## config.mk

```make
export PLATFORM = sky130hd
export DESIGN_NAME = keypad_scanner
export DESIGN_NICKNAME = d
export VERILOG_FILES = /design/src/rtl/keypad_scanner.sv
export SDC_FILE = /design/constraint.sdc
export NUM_CORES = 1
export LEC_CHECK = 0
export ABC_AREA = 1
export CORE_UTILIZATION = 30
export DETAILED_ROUTE_END_ITERATION = 16
export GPL_TIMING_DRIVEN = 1
export PLACE_DENSITY_LB_ADDON = 0.3
export SYNTH_ARGS = -nofsm -noshare
export SYNTH_HDL_FRONTEND = slang
export SYNTH_SLANG_ARGS = --single-unit
```

## constraint.sdc

```tcl
create_clock -name clk -period 4.8 [get_ports clk]
set_clock_uncertainty 0.2 [all_clocks]
set_input_delay 0.96 -clock clk [delete_from_list [all_inputs] [get_ports clk]]
set_output_delay 0.96 -clock clk [all_outputs]
set_load 0.01 [all_outputs]
```

## src/rtl/keypad_scanner.sv

```systemverilog
// 4x4 matrix keypad scanner: column drive, row synchroniser, frame-level debounce and a
// one-strobe-per-press FSM producing a hex key code.
module keypad_scanner #(
    parameter int unsigned SCAN_DIV     = 125_000,
    parameter int unsigned STABLE_SCANS = 3
) (
    input  logic       clk,
    input  logic       rst,
    input  logic [3:0] row,
    output logic [3:0] col,
    output logic [3:0] keypad_value,
    output logic       keypress,
    output logic       key_held
);

    localparam int unsigned CntW = (SCAN_DIV > 1) ? $clog2(SCAN_DIV) : 1;
    localparam int unsigned StbW = $clog2(STABLE_SCANS + 1);
    localparam logic [CntW-1:0] CntMax = CntW'(SCAN_DIV - 1);
    localparam logic [StbW-1:0] StbMax = StbW'(STABLE_SCANS);

    typedef enum logic [1:0] {ClsNone, ClsOne, ClsMulti} cls_e;
    typedef enum logic {StIdle, StPressed} state_e;

    logic [3:0]      row_meta_q, row_sync_q;
    logic [CntW-1:0] cnt_q;
    logic [1:0]      col_idx_q;
    logic [3:0]      col_q;
    cls_e            acc_cls_q, prev_cls_q, cls_m;
    logic [3:0]      acc_code_q, prev_code_q, code_m;
    logic [StbW-1:0] stable_q, stable_d;
    state_e          state_q, state_d;
    logic [3:0]      value_q, value_d;
    logic            keypress_q, keypress_d;

    logic       dwell_end, frame_end, same;
    logic [3:0] row_low;
    logic       any_low, one_low;
    logic [1:0] hit_row;
    logic [3:0] cur_code;

    function automatic logic [3:0] key_code(input logic [1:0] r, input logic [1:0] c);
        logic [3:0] code;
        case ({r, c})
            4'h0: code = 4'h1;  4'h1: code = 4'h2;  4'h2: code = 4'h3;  4'h3: code = 4'hA;
            4'h4: code = 4'h4;  4'h5: code = 4'h5;  4'h6: code = 4'h6;  4'h7: code = 4'hB;
            4'h8: code = 4'h7;  4'h9: code = 4'h8;  4'hA: code = 4'h9;  4'hB: code = 4'hC;
            4'hC: code = 4'h0;  4'hD: code = 4'hF;  4'hE: code = 4'hE;  default: code = 4'hD;
        endcase
        return code;
    endfunction

    assign dwell_end = (cnt_q == CntMax);
    assign frame_end = dwell_end && (col_idx_q == 2'd3);
    assign row_low   = ~row_sync_q;
    assign any_low   = |row_low;
    assign one_low   = any_low && ((row_low & (row_low - 4'd1)) == 4'd0);

    always_comb begin
        hit_row = 2'd0;
        case (row_low)
            4'b0010: hit_row = 2'd1;
            4'b0100: hit_row = 2'd2;
            4'b1000: hit_row = 2'd3;
            default: hit_row = 2'd0;
        endcase
    end

    assign cur_code = key_code(hit_row, col_idx_q);

    // Fold the current column's sample into the frame accumulated so far.
    always_comb begin
        cls_m  = acc_cls_q;
        code_m = acc_code_q;
        if (any_low) begin
            if (acc_cls_q == ClsNone && one_low) begin
                cls_m  = ClsOne;
                code_m = cur_code;
            end else begin
                cls_m = ClsMulti;
            end
        end
    end

    always_comb begin
        same     = (cls_m == prev_cls_q) && ((cls_m != ClsOne) || (code_m == prev_code_q));
        stable_d = StbW'(1);
        if (same) begin
            stable_d = (stable_q == StbMax) ? StbMax : stable_q + StbW'(1);
        end
    end

    always_ff @(posedge clk) begin
        if (rst) begin
            row_meta_q  <= 4'hF;
            row_sync_q  <= 4'hF;
            cnt_q       <= '0;
            col_idx_q   <= 2'd0;
            col_q       <= 4'b1110;
            acc_cls_q   <= ClsNone;
            acc_code_q  <= 4'h0;
            prev_cls_q  <= ClsNone;
            prev_code_q <= 4'h0;
            stable_q    <= '0;
            value_q     <= 4'h0;
            keypress_q  <= 1'b0;
        end else begin
            row_meta_q <= row;
            row_sync_q <= row_meta_q;
            value_q    <= value_d;
            keypress_q <= keypress_d;
            if (dwell_end) begin
                cnt_q     <= '0;
                col_idx_q <= col_idx_q + 2'd1;
                col_q     <= {col_q[2:0], col_q[3]};
                if (frame_end) begin
                    acc_cls_q   <= ClsNone;
                    acc_code_q  <= 4'h0;
                    prev_cls_q  <= cls_m;
                    prev_code_q <= code_m;
                    stable_q    <= stable_d;
                end else begin
                    acc_cls_q  <= cls_m;
                    acc_code_q <= code_m;
                end
            end else begin
                cnt_q <= cnt_q + CntW'(1);
            end
        end
    end

    always_ff @(posedge clk) begin
        if (rst) begin
            state_q <= StIdle;
        end else begin
            state_q <= state_d;
        end
    end

    // A different key or a multi-press while PRESSED is ignored until a confirmed release.
    always_comb begin
        state_d = state_q;
        if (frame_end && stable_d == StbMax) begin
            unique case (state_q)
                StIdle:    if (cls_m == ClsOne)  state_d = StPressed;
                StPressed: if (cls_m == ClsNone) state_d = StIdle;
                default:   state_d = StIdle;
            endcase
        end
    end

    always_comb begin
        keypress_d = (state_q == StIdle) && (state_d == StPressed);
        value_d    = keypress_d ? code_m : value_q;
    end

    assign col          = col_q;
    assign keypad_value = value_q;
    assign keypress     = keypress_q;
    assign key_held     = (state_q == StPressed);

endmodule
```

=== Yosys cells after proc, flatten, opt, wreduce, memory -nomap -nowiden ===
Memory sizes are Yosys's and may differ from the RTL's.
Index checks and enable logic that the tools add are counted.

* Flip-flop bits (word level): 51
* Memory bits (read-only): 64
* Input bits: 6
* Memories kept: 1

* $add $sub $neg: 4
* Eq/ne operators: 11
* Multiplexer cells: 13
* Bitwise logic cells: 3
* Reductions and logical operators: 13

{| class="wikitable"
|+ Memory list
! name !! words !! width !! read ports !! clocked after Yosys merged registers in !! wr ports !! RTL line !! text
|-
| (name not given) || 16 || 4 || 1 || 0 || 0 || 43 || <nowiki>case ({r, c})</nowiki>
|}

{| class="wikitable"
|+ Operator list
! cell !! count
|-
| 17-bit by 1-bit adder with 17-bit output (second input constant) || 1
|-
| 17-bit == test (second input constant) || 1
|-
| 4-bit 2-to-1 mux || 3
|-
| 2-bit 2-to-1 mux || 5
|-
| 2-bit == test (second input constant) || 3
|-
| 1-bit logical AND || 6
|-
| 2-bit case mux with 3 select lines || 1
|-
| 2-bit by 1-bit adder with 2-bit output (second input constant) || 2
|-
| 4-bit AND || 1
|-
| 4-bit by 2-bit == test with 1-bit output (second input constant) || 1
|-
| 4-bit by 3-bit == test with 1-bit output (second input constant) || 1
|-
| 4-bit == test || 1
|-
| 4-bit == test (second input constant) || 1
|-
| 2-bit logical NOT || 2
|-
| 4-bit logical NOT || 1
|-
| 4-bit inverter || 1
|-
| 4-bit OR reduction || 1
|-
| 4-bit by 1-bit subtractor with 4-bit output (second input constant) || 1
|-
| 1-bit 2-to-1 mux || 3
|-
| 2-bit by 1-bit == test with 1-bit output (second input constant) || 1
|-
| 2-bit == test || 1
|-
| 2-bit by 1-bit != test with 1-bit output (second input constant) || 1
|-
| 1-bit case mux with 2 select lines || 1
|-
| 2-bit AND reduction || 1
|-
| other kinds (3) || 3
|}

=== Depth between registers and ports, before layout ===
* Word-level depth: 16
* Depth in mapped cells: 19

=== Worst setup path before layout ===
OpenSTA, ideal clock, no wires.

* Path kind: register to register
* Start: register cnt_q[0]
* End: register value_q[1] (netlist: keypad_value[1])
* Library setup time: 115 ps
* Arrival time: 1814 ps
* Path slack: 2671 ps
* Stages on the path, launching flop included: 13
* Buffers on the path: 1
* Period minus slack after synthesis: 2129 ps
* Cell sequence: dfxtp_1 ha_1 nand2_1 nor4_1 and2_1 buf_4 nand2_1 nor2_1 nand4_2 nor2_4 nand3_1 nand2_1 nor2_1

* Cells in the longest elaborated chain, start to end: 5

{| class="wikitable"
|+ Ends and longest elaborated chain
! element !! RTL line !! text
|-
| start, declared || 25 || <nowiki>logic [CntW-1:0] cnt_q;</nowiki>
|-
| start signal, assigned || 126 || <nowiki>cnt_q <= cnt_q + CntW'(1);</nowiki>
|-
| 17-bit == test || 52 || <nowiki>assign dwell_end = (cnt_q == CntMax);</nowiki>
|-
| 1-bit logical AND || 53 || <nowiki>assign frame_end = dwell_end && (col_idx_q == 2'd3);</nowiki>
|-
| 1-bit logical AND || 142 || <nowiki>if (frame_end && stable_d == StbMax) begin</nowiki>
|-
| 1-bit 2-to-1 mux || 142 ||
|-
| 1-bit logical AND || 152 || <nowiki>keypress_d = (state_q == StIdle) && (state_d == StPressed);</nowiki>
|-
| end signal, assigned || 109 || <nowiki>value_q <= value_d;</nowiki>
|-
| end, declared || 32 || <nowiki>logic [3:0] value_q, value_d;</nowiki>
|}

Every way passes these cells.
A chain may end at the register's enable or synchronous reset.

=== Worst setup path after layout ===
* Start: input rst
* End: register cnt_q[8]

* Cells in the longest elaborated chain, start to end: 1

{| class="wikitable"
|+ Ends and longest elaborated chain
! element !! RTL line !! text
|-
| start, declared || 8 || <nowiki>input logic rst,</nowiki>
|-
| 2-bit OR reduction (no source line) || n/a ||
|}

Every way passes these cells.

==> impl_metrics.json <==
{
  "status": "completed",
  "grt_antenna_before_repair": 0,
  "fp.dieH_um": 92.74,
  "rows": 32,
  "antenna_cells": 0,
  "vdd_drop_max_uv": 153.6,
  "dieArea_um2": 8600,
  "switching_power_uw": 192.1,
  "p_leak_nw": 1.199,
  "grt_use_met3_pct": 2.299,
  "rsz0062_at_grt": "false",
  "tns_ns": 0,
  "numCtsBuffers": 5,
  "rrSetupSlack_ns": 2.14,
  "nets": 387,
  "grt_max_degree": 17,
  "routed_wl_um": 5088,
  "ys_warn_count": 0,
  "crit_arrival_ns": 2.80,
  "cts-root-buf": "clkbuf_8",
  "viasPerCell": 4.533,
  "power_uw": 761.9,
  "holdPathEnd": "row_sync_q[1]$_SDFF_PP1_",
  "io_buffer_count": 15,
  "max-cap-violations": 0,
  "maxSlewHeadroom_pct": 59.88,
  "gp_congestion": 0.7926,
  "worstHoldPathCells": 1,
  "timing.setup.critical_path_class": "primary input to register",
  "setup_viol": 0,
  "synth_area_leaders": "dfxtp_1, nand2_1, inv_1",
  "ys_seq_area_share_pct": 41.34,
  "drv_slew": 0,
  "initial_utilization_pct": 31.47,
  "n_fill_cell": 864,
  "power_frac_seq_pct": 56.6,
  "hpwlAfterDp_um": 3895,
  "worst_slew_pin_slew_ns": 0.5996,
  "grt_pass1_wl_um": 8804,
  "hp-start": "row_meta_q[1]$_SDFF_PP1_",
  "crit_required_ns": 4.85,
  "hold_buffers": 0,
  "vias": 2176,
  "cts_tree": "done",
  "p_clk_share_pct": 33.9,
  "wl_per_cell_um": 10.60,
  "synth_area_um2": 2470,
  "core_um2": 7848,
  "ant_nets": 0,
  "fin_crit_ns": 2.751,
  "swShare_pct": 25.21,
  "synth_seq_cells": 51,
  "fmax_mhz": 363.5,
  "synth_nets": 368,
  "yosys.area.top_type_share_pct": 41.34,
  "clk_pin_slew_worst_paths_ns": 0.09,
  "worstReg2RegStart": "cnt_q[0]$_SDFF_PP0_",
  "grt_pass1_vias": 1991,
  "period_share_pct": 57.32,
  "reg2reg_depth": 11,
  "intPower_uw": 569.8,
  "area_growth_pct": 14.74,
  "netlist_instances": 358,
  "cp_max_fo": 15,
  "use_met1_pct": 16.16,
  "cp-end-kind": "register",
  "hold_class": "register to register",
  "reg2reg_to": "keypad_value[1]$_SDFFE_PP0P_",
  "cts_setup_buffers": 0,
  "drive_gt1_share_pct": 10.32,
  "cts.path.max_buffers": 2,
  "yosysTopAreaCell": "dfxtp_1",
  "grt_usage_pct": 12.89,
  "io_pins": 16,
  "startpoint_type": "primary input",
  "hold_viol": 0,
  "top_usage_layer": "met2",
  "clock_sinks": 51,
  "pwr-share-comb_pct": 9.5,
  "die_x_um": 92.74,
  "cts_resized": 0,
  "drc": 0,
  "drtPass1Iterations": 4,
  "htreeDepth": 2,
  "p_per_area_nw_per_um2": 268.8,
  "final_util_pct": 36.11,
  "grtUsageMet2_pct": 21.91,
  "first_iter_violations": 122,
  "grt_overflow": 0,
  "synth_cell_type_count": 31,
  "avgSynthCellArea_um2": 6.899,
  "clock_latency_ns": 0.30
}
## critical path: stages
cell,delay (ns)
clkdlybuf4s50_1,0.40
buf_4,0.18
nor2_1,0.49
inv_1,0.41
a21oi_1,0.22
o21a_1,0.13
## power groups by stage
stage	Combinational [mW]	Clock, mW	Sequential [mW]
after floorplan	0.0543	0	0.440
after global placement	0.0716	0	0.441
after detailed placement	0.0725	0	0.441
after CTS	0.0727	0.269	0.431
after global routing	0.0821	0.287	0.432
final	0.0725	0.258	0.431
## cells in the final DEF (no fill, tap or decap)
cell	instances
a21oi_2	1
nor2_1	37
inv_2	6
ha_1	4
nand3b_1	1
nand2_2	7
nand2_1	75
nand4_2	1
nand4_1	7
o22ai_1	4
xor2_1	2
clkbuf_8	6
clkinvlp_4	1
clkinv_4	1
nand3_1	27
clkdlybuf4s50_1	15
nor2_2	1
nor3_1	2
o21ai_1	1
and2_1	1
nor3_2	1
a21oi_1	22
nor4_1	3
buf_4	1
o211ai_1	3
nor2_4	3
dfxtp_1	51
inv_1	63
o21ai_0	18
nand3_2	2
or2_2	8
o21a_1	1
nor3b_1	2
## Yosys cell counts, drive strengths merged
| master | count |
|---|---|
| nand3b | 1 |
| nor2 | 41 |
| xor2 | 2 |
| o22ai | 4 |
| nor4 | 3 |
| nand2 | 82 |
| clkbuf | 2 |
| nor3 | 3 |
| buf | 2 |
| ha | 4 |
| o21a | 1 |
| nand4 | 8 |
| a21oi | 23 |
| inv | 69 |
| o211ai | 3 |
| and2 | 1 |
| dfxtp | 51 |
| or2 | 8 |
| o21ai | 19 |
| nand3 | 29 |
| nor3b | 2 |
## how the worst max path moves through the flow
| stage | from | to | depth (start not counted) |
|---|---|---|---|
| 2_1_floorplan | cnt_q[0]$_SDFF_PP0_ | keypad_value[1]$_SDFFE_PP0P_ | 12 |
| 3_3_place_gp | rst | cnt_q[8]$_SDFF_PP0_ | 6 |
| 3_5_place_dp | rst | cnt_q[8]$_SDFF_PP0_ | 6 |
| 4_1_cts | rst | cnt_q[8]$_SDFF_PP0_ | 6 |
| 5_1_grt | cnt_q[0]$_SDFF_PP0_ | keypad_value[0]$_SDFFE_PP0P_ | 12 |
| 6_report | rst | cnt_q[8]$_SDFF_PP0_ | 6 |
## sequential cells by signal, indices dropped and copies added (netlist names)
register,count
keypad_value,4
acc_code_q,4
keypress,1
cnt_q,17
row_meta_q,4
key_held,1
row_sync_q,4
acc_cls_q,2
prev_code_q,4
stable_q,2
col,4
col_idx_q,2
prev_cls_q,2
## per-layer routing
layer / share of wire (%) / vias up
met5: 0 / -
met4: 1.4 / 0
met3: 3.0 / 4
met2: 47 / 23
met1: 48 / 986
li1: - / 1163
## per-stage QoR
stage	cells	hold WS (ns)	setup WS (ns)	cell area, µm²
final	480	0.2196	2.049	2834
after global routing	480	0.2356	1.792	2834
after CTS	480	0.2249	2.042	2834
after detailed placement	472	0.2029	1.717	2735
after global placement	472	0.1982	1.855	2735
after floorplan	358	0.1895	2.671	2470
## cell families after synthesis
family	count (synthesis)	synth area share, %
adders and majority gates	4	2.026
xor gates and xnor gates	2	0.7093
and+or+nand+nor	178	33.74
AOI/OAI and AO/OA	50	10.89
buffers and inverters	73	11.30
DFF	51	41.34
## cell type report
| class | instances | area, µm² | area share, % |
|---|---|---|---|
| Clock buffer | 6 | 82.58 | 2.914 |
| Sequential cell | 51 | 1021 | 36.03 |
| Tap cell | 102 | 127.6 | 4.503 |
| Clock inverter | 2 | 16.27 | 0.5740 |
| Timing Repair Buffer | 16 | 157.7 | 5.563 |
| Multi-Input combinational cell | 234 | 1170 | 41.28 |
| Inverter | 69 | 259.0 | 9.139 |
(Power assumes the default switching activity.)
==> variant: new RTL, same settings <==
Re-encode `cls_e` (3 values) as one-hot, 3 bits wide.
--- a/src/rtl/keypad_scanner.sv
+++ b/src/rtl/keypad_scanner.sv
@@ -20,3 +20,3 @@
 
-    typedef enum logic [1:0] {ClsNone, ClsOne, ClsMulti} cls_e;
+    typedef enum logic [2:0] {ClsNone = 3'b001, ClsOne = 3'b010, ClsMulti = 3'b100} cls_e;
     typedef enum logic {StIdle, StPressed} state_e;
Check against the original RTL: no difference found for any inputs over 10 cycles, from zero or initial values and one cycle with rst high; not proved beyond that.
==> variant against the unedited design <==
Combinational power grew 6.8%. Register-to-register slack better by 0.16 ns. Cell count is 2.3% lower. Utilization shrank 0.89 points. Hold slack better by 0.0045 ns. Worst setup slack worse by 0.19 ns. First-iteration DRC count shrank 30%. Sequential cell count grew 2. Wire length fell by 3.4%. Cell area rose by 2.1%. Power up 0.87%. Area after synthesis grew 3.5%. Critical endpoint is now cnt_q[16]. Highest routed layer unchanged.
==> variant: results (changes against the unedited design) <==
** Yosys
- The number of enable flip-flop cells after synthesis came to 0 (unchanged).
- The number of different library cells in the post-synthesis netlist came to 37 (+19%).
- The warning count from the yosys run is 0 (unchanged).
- After synthesis, the cell types taking the most area are sky130_fd_sc_hd__dfxtp_1 41%, sky130_fd_sc_hd__nand2_1 10%, sky130_fd_sc_hd__inv_1 7.3%, sky130_fd_sc_hd__nand3_1 6.1%, sky130_fd_sc_hd__nor2_1 4.4%.
- The sequential area share after synthesis is 41.49% (+0.15 points).
- Top cells by count, synth :: 69 x sky130_fd_sc_hd__nand2_1, 53 x sky130_fd_sc_hd__dfxtp_1, 50 x sky130_fd_sc_hd__inv_1
- The net count of the mapped netlist is 358 (-2.7%).
- Synth async-reset ratio :: 0% (unchanged)

** Setup path
- CP Max Fanout :: 20 (+5)
- Worst R2R End :: cnt_q[16]
- The data arrival time of the worst path was 2.99 ns (+0.19 ns).
- The biggest cell delay along the critical path was 0.60 ns (+0.11 ns).
- Max stage delay cell, worst path :: sky130_fd_sc_hd__clkdlybuf4s50_1
- The worst reg2reg path depth came to 7 (-4).
- The worst setup slack for register-to-register paths is 2.30 ns (+0.16 ns).

** Worst hold path
- Worst Hold Path Cells :: 1 (unchanged)
- WHS Endpoint :: row_sync_q[0]
- The worst hold path begins at row_meta_q[0].

** Global routing
- Maximum number of pins on one net before global-route repair :: 21 (+4)
- The wire length of the first global-routing pass came to 8.169 mm (-7.2%).
- Overall global routing resource usage :: 11.67% (-1.2 points)
- The via count of the first global-routing pass was 1871 (-6.0%).

** Drt
- DR iter-0 viols :: 85 (-30%)
- Total via count in the routed design :: 2131 (-2.1%)
- Final routed wirelength across all metal layers :: 4.914 mm (-3.4%)

** Placement
- Placed cell areas :: 0.002809 mm2 (+2.7%)
- The weighted congestion reported at the end of routability-driven placement came to 0.7563 (-4.6%).
- The estimated wirelength of the detail-placed design came to 3.734 mm (-4.1%).

** Power
- Cell leakage power :: 1.178 nW (-1.8%)
- The worst voltage drop across the vdd grid came to 0.1112 mV (-28%).

** CTS
- The number of post-CTS setup repair buffers came to 0 (unchanged).

** STA
- Worst slew margin :: 52.81% (-7.1 points)

** Cells and area
- The fraction of layout instances using a drive strength above 1 was 12.09% (+1.8 points).
- The antenna diode count is 0 (unchanged).
- Number of nets in the layout :: 374 (-3.4%)

** Run status
- Result of the run :: finished, final reports clean
[variant: power breakdown]
group          total [mW]  internal (mW)  switching [mW]
registers           0.448          0.445         0.00392
logic              0.0774         0.0269          0.0505
clock network       0.243          0.101           0.142
[variant: worst max-delay path by stage]
stage | from | endpoint | slack [ns] | depth (start not counted)
after global placement | rst | cnt_q[16] | 1.53 | 5
after global routing | rst | cnt_q[16] | 1.66 | 5
final | rst | cnt_q[16] | 1.86 | 5
after CTS | rst | cnt_q[16] | 1.80 | 5
after detailed placement | rst | cnt_q[16] | 1.48 | 5
after floorplan | cnt_q[0] | keypad_value[1] | 2.73 | 11
[variant: stage by stage]
step / power (mW) / instances / hold slack [ns] / setup WS, ns
after global placement: 0.5363 / 462 / 0.1979 / 1.530
final: 0.7686 / 469 / 0.2241 / 1.859
after floorplan: 0.5188 / 348 / 0.1895 / 2.735
after CTS: 0.7811 / 469 / 0.2257 / 1.805
after detailed placement: 0.5371 / 462 / 0.2022 / 1.478
after global routing: 0.8057 / 469 / 0.2329 / 1.656
[variant: layer usage]
| layer | global-route usage [%] | up-vias | wire, um |
|---|---|---|---|
| met2 | 18.60 | 14 | 2226 |
| met5 | 0 | - | 0 |
| met3 | 2.174 | 7 | 91 |
| met1 | 15.51 | 961 | 2508 |
| li1 | - | 1149 | - |
| met4 | 4.615 | 0 | 87 |
[variant: cells by family (layout without fill, tap and decap cells)]
kind of cell	after synthesis	after routing	share of synthesized area [%]
simple gates	183	183	36.89
buf+inv	61	77	9.246
flops	53	53	41.49
compound gates	46	46	10.08
fa+ha+maj	4	4	1.957
xor+xnor	1	1	0.3425
[variant: area by class of cell]
type	count	area [um2]
fillers	852	5323
multi-input cells	234	1260
flip-flops and latches	53	1061
inverters	55	206.4
repair buffers	15	150.1
well taps	105	131.4
clock buffers	5	68.82
clock inverters	2	16.27
[variant: worst reg2reg max path: stages (launching register included)]
cell                      delay, ns
sky130_fd_sc_hd__dfxtp_1       0.36
sky130_fd_sc_hd__ha_1          0.21
sky130_fd_sc_hd__nor4b_1       0.22
sky130_fd_sc_hd__and2_1        0.35
sky130_fd_sc_hd__inv_1         0.26
sky130_fd_sc_hd__nand2_1       0.59
sky130_fd_sc_hd__a21oi_1       0.08
sky130_fd_sc_hd__o21a_1        0.13
